==> src/rtl/excp_ctrl.sv <==
// Commit-stage exception/interrupt sequencer: arbitrates, kills, flushes, writes CSRs, redirects fetch.
// Optional performance counters are enabled by defining EXCP_PERF_CNT_EN.
module excp_ctrl #(
  parameter int PC_W = 32
) (
  input  logic            clk,
  input  logic            rst,
  input  logic            c0_valid,
  input  logic [14:0]     c0_excp,
  input  logic [PC_W-1:0] c0_pc,
  input  logic [PC_W-1:0] c0_badv,
  input  logic            c0_ertn,
  input  logic            c1_valid,
  input  logic [14:0]     c1_excp,
  input  logic [PC_W-1:0] c1_pc,
  input  logic [PC_W-1:0] c1_badv,
  input  logic            crmd_ie,
  input  logic [12:0]     ecfg_lie,
  input  logic [12:0]     estat_is,
  input  logic [PC_W-1:0] eentry,
  input  logic [PC_W-1:0] tlbrentry,
  input  logic [PC_W-1:0] era,
  input  logic            flush_ack,
  output logic            c0_kill,
  output logic            c1_kill,
  output logic            flush_req,
  output logic            csr_excp_we,
  output logic [5:0]      excp_ecode,
  output logic [8:0]      excp_esubcode,
  output logic [PC_W-1:0] excp_era,
  output logic            badv_we,
  output logic [PC_W-1:0] excp_badv,
  output logic            ertn_we,
  output logic            redirect_valid,
  output logic [PC_W-1:0] redirect_pc,
  output logic            busy
`ifdef EXCP_PERF_CNT_EN
  ,
  output logic [31:0]     excp_cnt,
  output logic [31:0]     int_cnt
`endif
);

  typedef enum logic [1:0] {IDLE, FLUSH, WRITE, REDIRECT} state_t;

  state_t          state, state_nxt;
  logic            int_pend;
  logic            take, sel_int, sel_ertn, sel_lane1;
  logic [15:0]     d0, d1, dsel;
  logic            badv_flag, ertn_q;
  logic [PC_W-1:0] target_q;
`ifdef EXCP_PERF_CNT_EN
  logic            int_q;
`endif

  // Returns {badv_flag, ecode, esubcode} for the highest-index set bit.
  function automatic logic [15:0] excp_decode(input logic [14:0] v);
    logic [15:0] r;
    r = '0;
    priority casez (v)
      15'b1??????????????: r = {1'b1, 6'h08, 9'd0};
      15'b01?????????????: r = {1'b1, 6'h3f, 9'd0};
      15'b001????????????: r = {1'b1, 6'h03, 9'd0};
      15'b0001???????????: r = {1'b1, 6'h07, 9'd0};
      15'b00001??????????: r = {1'b0, 6'h0b, 9'd0};
      15'b000001?????????: r = {1'b0, 6'h0c, 9'd0};
      15'b0000001????????: r = {1'b0, 6'h0d, 9'd0};
      15'b00000001???????: r = {1'b0, 6'h0e, 9'd0};
      15'b000000001??????: r = {1'b0, 6'h0f, 9'd0};
      15'b0000000001?????: r = {1'b1, 6'h09, 9'd0};
      15'b00000000001????: r = {1'b1, 6'h08, 9'd1};
      15'b000000000001???: r = {1'b1, 6'h01, 9'd0};
      15'b0000000000001??: r = {1'b1, 6'h02, 9'd0};
      15'b00000000000001?: r = {1'b1, 6'h04, 9'd0};
      15'b000000000000001: r = {1'b0, 6'h12, 9'd0};
      default:             r = '0;
    endcase
    return r;
  endfunction

  assign int_pend = crmd_ie & (|(estat_is & ecfg_lie));
  assign d0       = excp_decode(c0_excp);
  assign d1       = excp_decode(c1_excp);
  assign dsel     = sel_lane1 ? d1 : d0;

  // Event selection and commit kills; once busy, every valid lane is suppressed.
  always_comb begin
    take      = 1'b0;
    sel_int   = 1'b0;
    sel_ertn  = 1'b0;
    sel_lane1 = 1'b0;
    c0_kill   = 1'b0;
    c1_kill   = 1'b0;
    if (state != IDLE) begin
      c0_kill = c0_valid;
      c1_kill = c1_valid;
    end else if (int_pend && c0_valid) begin
      take    = 1'b1;
      sel_int = 1'b1;
      c0_kill = 1'b1;
      c1_kill = 1'b1;
    end else if (c0_valid && (|c0_excp)) begin
      take    = 1'b1;
      c0_kill = 1'b1;
      c1_kill = 1'b1;
    end else if (c0_valid && c0_ertn) begin
      take     = 1'b1;
      sel_ertn = 1'b1;
      c1_kill  = 1'b1;
    end else if (c1_valid && (|c1_excp)) begin
      take      = 1'b1;
      sel_lane1 = 1'b1;
      c1_kill   = 1'b1;
    end
  end

  always_ff @(posedge clk or posedge rst) begin
    if (rst) state <= IDLE;
    else     state <= state_nxt;
  end

  always_comb begin
    state_nxt      = state;
    flush_req      = 1'b0;
    csr_excp_we    = 1'b0;
    ertn_we        = 1'b0;
    badv_we        = 1'b0;
    redirect_valid = 1'b0;
    redirect_pc    = '0;
    busy           = (state != IDLE);
    unique case (state)
      IDLE:     if (take) state_nxt = FLUSH;
      FLUSH: begin
        flush_req = 1'b1;
        if (flush_ack) state_nxt = WRITE;
      end
      WRITE: begin
        csr_excp_we = ~ertn_q;
        ertn_we     = ertn_q;
        badv_we     = badv_flag;
        state_nxt   = REDIRECT;
      end
      REDIRECT: begin
        redirect_valid = 1'b1;
        redirect_pc    = target_q;
        state_nxt      = IDLE;
      end
      default:  state_nxt = IDLE;
    endcase
  end

  // ERTN returns to the ERA value seen at selection, not at redirect time.
  always_ff @(posedge clk or posedge rst) begin
    if (rst) begin
      excp_ecode    <= '0;
      excp_esubcode <= '0;
      excp_era      <= '0;
      excp_badv     <= '0;
      badv_flag     <= 1'b0;
      ertn_q        <= 1'b0;
      target_q      <= '0;
    end else if (take) begin
      excp_era  <= sel_lane1 ? c1_pc : c0_pc;
      excp_badv <= sel_lane1 ? c1_badv : c0_badv;
      ertn_q    <= sel_ertn;
      if (sel_int || sel_ertn) begin
        excp_ecode    <= '0;
        excp_esubcode <= '0;
        badv_flag     <= 1'b0;
      end else begin
        {badv_flag, excp_ecode, excp_esubcode} <= dsel;
      end
      if (sel_ertn)                            target_q <= era;
      else if (!sel_int && dsel[14:9] == 6'h3f) target_q <= tlbrentry;
      else                                     target_q <= eentry;
    end
  end

`ifdef EXCP_PERF_CNT_EN
  always_ff @(posedge clk or posedge rst) begin
    if (rst) begin
      int_q    <= 1'b0;
      excp_cnt <= '0;
      int_cnt  <= '0;
    end else begin
      if (take) int_q <= sel_int;
      if (state == WRITE && !ertn_q) begin
        if (int_q) int_cnt  <= int_cnt + 32'd1;
        else       excp_cnt <= excp_cnt + 32'd1;
      end
    end
  end
`endif

endmodule

==> config.mk <==
export PLATFORM = sky130hd
export DESIGN_NAME = excp_ctrl
export DESIGN_NICKNAME = d
export VERILOG_FILES = /design/src/rtl/excp_ctrl.sv
export SDC_FILE = /design/constraint.sdc
export NUM_CORES = 1
export LEC_CHECK = 0
export BUFFER_PORTS_ARGS = -buffer_cell sky130_fd_sc_hd__buf_2
export CAP_MARGIN = 20
export CORE_AREA = 8 8 151 153
export CTS_CLUSTER_SIZE = 14
export DETAILED_ROUTE_END_ITERATION = 16
export DIE_AREA = 0 0 159 161
export HOLD_SLACK_MARGIN = 0.12
export PLACE_DENSITY_LB_ADDON = 0.25
export SLEW_MARGIN = 20
export SYNTH_ARGS = -nofsm -noshare
export SYNTH_HDL_FRONTEND = slang
export SYNTH_SLANG_ARGS = --single-unit
==> constraint.sdc <==
create_clock -name clk -period 6.9 [get_ports clk]
set_input_delay 0.345 -clock clk [delete_from_list [all_inputs] [get_ports clk]]
set_output_delay 0.345 -clock clk [all_outputs]
set_load 0.01 [all_outputs]
Word-level counts from Yosys, hierarchy flattened:

Cells that the tools add are included.

* bitwise gates (word level): 3
* equal/unequal tests: 34
* multiplexer cells: 38
* reduce and logical (&&, ||, !) cells: 13

Operators with widths (count)
* 16-bit case mux with 15 select lines: 2
* 32-bit two-way mux: 5
* 15-bit by 1-bit equality test with 1-bit output (second input constant): 2
* 15-bit OR reduction: 2
* 14-bit by 1-bit equality test with 1-bit output (second input constant): 2
* 13-bit by 1-bit equality test with 1-bit output (second input constant): 2
* 1-bit two-way mux: 25
* 12-bit by 1-bit equality test with 1-bit output (second input constant): 2
* 11-bit by 1-bit equality test with 1-bit output (second input constant): 2
* 10-bit by 1-bit equality test with 1-bit output (second input constant): 2
* 9-bit by 1-bit equality test with 1-bit output (second input constant): 2
* 8-bit by 1-bit equality test with 1-bit output (second input constant): 2
* 16-bit two-way mux: 1
* 7-bit by 1-bit equality test with 1-bit output (second input constant): 2
* 13-bit AND: 1
* 13-bit OR reduction: 1
* 6-bit by 1-bit equality test with 1-bit output (second input constant): 2
* 5-bit by 1-bit equality test with 1-bit output (second input constant): 2
* 9-bit two-way mux: 1
* 4-bit by 1-bit equality test with 1-bit output (second input constant): 2
* 2-bit case mux with 4 select lines: 1
* 2-bit by 1-bit equality test with 1-bit output (second input constant): 3
* 3-bit by 1-bit equality test with 1-bit output (second input constant): 2
* 6-bit equality test (second input constant): 1
* other kinds (12): 19

* output and inout bits: 119
* register bits after elaboration: 115
* input port bits: 287

Logic depth before layout (Yosys ltp):

* depth after elaboration: 12
* gate-level depth with buffers: 8

Worst setup path before layout:

Ideal clock, no wire load.

* path kind: reg-to-output
* start: reg state[0]
* end: out c1_kill
* buffers on the path: 2
* arrival time: 1.832 ns
* setup slack: 4.723 ns
* stages on the path, launching flop included: 8
* required time: 6.555 ns
* path through: dfrtp_1 inv_1 ha_1 clkinv_1 a31oi_2 buf_2 buf_2 a21o_1

* cells in the longest elaborated chain, start to end: 2

RTL lines
* start, declared: line 46 `state_t state, state_nxt;`
* start signal, assigned: line 119 `else state <= state_nxt;`
* 2-bit nonzero test
* via busy: line 36 `output logic busy`
* 1-bit two-way mux: line 94 `if (state != IDLE) begin`
* end, declared: line 25 `output logic c1_kill,`

The timed path passes the listed nets, and every way through them passes these cells.

Final worst setup path:

* start: reg state[0]
* end: out c1_kill

* cells in the longest elaborated chain, start to end: 2

RTL lines (line)
* 2-bit nonzero test: 94
* 1-bit two-way mux: 94

No other way between the ends.

==> results.md <==
- Synth warn: 0
- Worst-Skew Late Latency: between 300 and 400 ps
- Worst-Margin Slew: approximately 1000 ps
- Vias post-DR: 5,984
- DP Area: just over 8000 µm²
- DPL Wire Length: 18,600 µm
- CP Launch Type: flip-flop
- Combinational Power Share: about half
- Port Buffers: about 400
- Final instance area: roughly 8500 µm²
- VDD IR max: between 200 and 250 µV
- RSZ-0062 raised after global routing: false
- FF-to-FF setup slack: between 3000 and 4000 ps
- Initial Utilization: between 20% and 30%
- WL met3: 1030 µm
- Htree depth: 3
- Total wire length: 23,200 µm
- Highest routed layer: met4
- Inst Count DP: 1,231
- Syn_area_per_cell: between 10 and 15 µm²
- Sequential element share of the synthesized area: between 40% and 50%
- Chip Width: roughly 160 µm
- Critical Path Slowest Stage Cell: buf_4
- Status: completed
- Critical Path End Type: output port
- Worst Setup Slack, final: approximately 3800 ps
- Cell-internal power: approximately 0.0019 W
- Pre-CTS setup slack: 3880 ps
- Final #Nets: about 1,300
- Maximum Capacitance Violations: 0
- Final Hold Viols: 0
- Fill cells: roughly 2,100
- Detailed Route Iter0 Violations: 348
- Worst Path Max Fanout: approximately 100
- Synth top area share: 44.5%
- TritonCTS Sinks: roughly 110
- Cell count after synthesis: a little under 600
- Total negative slack: 0 ps
- Top post-synthesis cells by area: dfrtp_1, mux2i_1, a21oi_1
- Hold crit path type: in -> reg
- Pwr/cell area: roughly 370 nW/µm²
- Vias/cell: roughly 4.8
- Number of global-route vias before repair: 6,203
- CTS resizes: 0
- Overflow after GRT: 0
- Clk slew on worst S/H paths: 70 ps
- Area of the mapped netlist: 6020 µm²
- Fmax achieved: 0.324 GHz
- Core area: slightly above 20,000 µm²
- Final Slew Violations: 0
- Async SR Flop Fraction: between 90% and 100%
- Sw Ratio: a little under 40%
- I/O pins: 406
- Skew final: 5.30 ps
- Fin crit period: a little over 3000 ps
- Synth area leader: dfrtp_1
- Remaining DRCs: 0
- Number of flops mapped to enable cells by yosys: 0
- Tcrit/Tclk final: roughly 45%
- Max stage delay on crit path: between 700 and 800 ps
- CTS Root Cell: clkbuf_16
- Worst-path cell chain: inv_1 -> ha_1 -> clkinv_1 -> a31oi_4 -> buf_4 -> a21o_1 -> buf_2
- Pin count of the biggest net entering global routing: 105
- Met1 Routed Length: between 9000 and 10,000 µm
- Cts bufs inserted: 9
- # setup viols final: 0
- Total GRT Usage: around 17%
- Die Y: between 150 and 200 µm
- Worst path bufs/invs: 4
- Die Area: between 20,000 and 30,000 µm²
- Rows: 53
- Antenna violation net count after detailed routing: 0
- CP arrival: 2740 ps
- Critical Path RT: 6550 ps
- Slew headroom: between 30 and 40%
- Synth-to-layout area growth: 41.1%
- CP Class: reg -> out
- Yosys cell types: 66
- NetSw: about 0.0012 W
- Leakage: about 4.4 nW
- Sequential share of power: between 30 and 40%
- CP delay by family, top: buffers and inverters
- Clock buffer depth: 2
- Dominant synthesized flop cell: dfrtp_1
- Routed wire per std cell: approximately 19 µm
- Seq cells post-synth: roughly 110
- Initial antenna violation count: 2
- Clock power frac: approximately 17%
- Post-Layout Cell Count: 1,250
- Placer Congestion: approximately 0.8
- Wire length on met2: between 10,000 and 15,000 µm
- Share of cells above drive strength 1: approximately 45%
- 1st-pass router iterations: 4
- CTS tree: done
- First-pass GRT wire length: approximately 36,000 µm
-- Yosys cell counts, types with 2 or more instances --
library cell  number
ha_1               4
nor2b_1            5
nor4_4             3
buf_2             21
o22a_1            31
dfrtp_1          107
o21ai_0            8
buf_4             12
a31oi_1            2
o21ai_2            2
or3_1              2
nor3_1             7
o22ai_1            7
buf_6              3
or2_2              2
o221a_1           30
nand2_1            5
nand3_1            7
and3_1             2
a22oi_1            5
clkbuf_1          11
a21oi_1           75
and2_1            34
o21bai_1           2
inv_1             22
nor4_1             3
mux2_2             2
a41oi_1            3
mux2i_1           67
nor2_1            73
-- worst register-to-register path: cells and delay by family (launching register included) --
kind | cells | cell delay (ps)
AOI/OAI and AO/OA | 2 | 1030
and+or+nand+nor | 1 | 660
DFF | 1 | 420
buffers and inverters | 2 | 410
adders and majority gates | 1 | 310
-- cells by family (layout without fill, tap and decap cells) --
logic type	Yosys count	after routing	share of synthesized area, %
adder cells (fa/ha/maj)	4	4	0.831
multiplexers	70	70	11.7
AO/OA/AOI/OAI	187	187	23.2
other	1	10	0.0623
AND/OR/NAND/NOR	154	154	13.8
flip-flops	107	107	44.5
buffers and inverters	70	443	5.92
-- through the flow --
step	hold slack, ps	total power [W]	util [%]
2_1_floorplan	477	0.00204	-
3_3_place_gp	456	0.00263	39.8
3_5_place_dp	458	0.00265	39.8
4_1_cts	239	0.00321	41.3
5_1_grt	245	0.00340	41.3
6_report	261	0.00315	41.3
-- cell type report --
class	instances	area, µm²	share of cell area, %
Inverter	23	88.8	1.05
Clock inverter	6	72.6	0.854
Antenna cell	2	5.00	0.0589
Tap cell	275	344	4.05
Timing Repair Buffer	404	2040	24.0
Clock buffer	10	239	2.81
Sequential cell	107	2680	31.5
Multi-Input combinational cell	423	3030	35.7
-- what timing repair did --
| action | CTS | global route |
|---|---|---|
| buffers inserted | 0 | 0 |
| endpoints found under the hold margin | 45 | 0 |
| hold buffers | 1 | 0 |
-- path summary, 6_finish.rpt --
kind / startpoint / end / cells after the start
min in group asynchronous: rst / excp_era[23] / 3
max reg2reg: state[0] / target_q[30] / 6
max: state[0] / c1_kill / 7
min: eentry[9] / target_q[9] / 2
max in group asynchronous: rst / target_q[6] / 4
min reg2reg: excp_badv[13] / excp_badv[13] / 2
-- layer usage --
metal  GRT usage, %  vias up
li1               -     2941
met1           21.0     2847
met2           30.5      177
met3           3.77       19
met4           4.55        0
met5              0        -
-- layout by cell type (no fill, tap or decap), drive strengths merged, types with 2 or more instances in the layout --
cell type and count:
clkbuf 10, ha 4, o21bai 2, o22a 31, nand4 2, a21oi 76
or3 2, o21ai 10, a311oi 2, o22ai 7, a31oi 3, and3 2
nor4 7, o211ai 2, nor3 7, or2 2, a41oi 4, diode 2
inv 23, nor2 73, nand3 8, a22oi 5, o221a 31, mux2i 67
nand2 5, and2 34, nor2b 5, mux2 3, clkinv 5, dfrtp 107
conb 8, buf 403
-- power by group through the flow --
stage	registers [W]	logic (W)	clock network (W)
after floorplan	0.00118	0.000863	0
after global placement	0.00109	0.00154	0
after detailed placement	0.00110	0.00155	0
after CTS	0.00109	0.00155	0.000565
after global routing	0.00113	0.00169	0.000586
final	0.00109	0.00153	0.000541
-- registers in the layout, indices dropped and copies added, names as in the netlist --
name and flops:
badv_flag 1, ertn_q 1, excp_badv 32, excp_ecode 6, excp_era 32, excp_esubcode 1, state 2, target_q 32
Power figures use the tool's default switching activity.
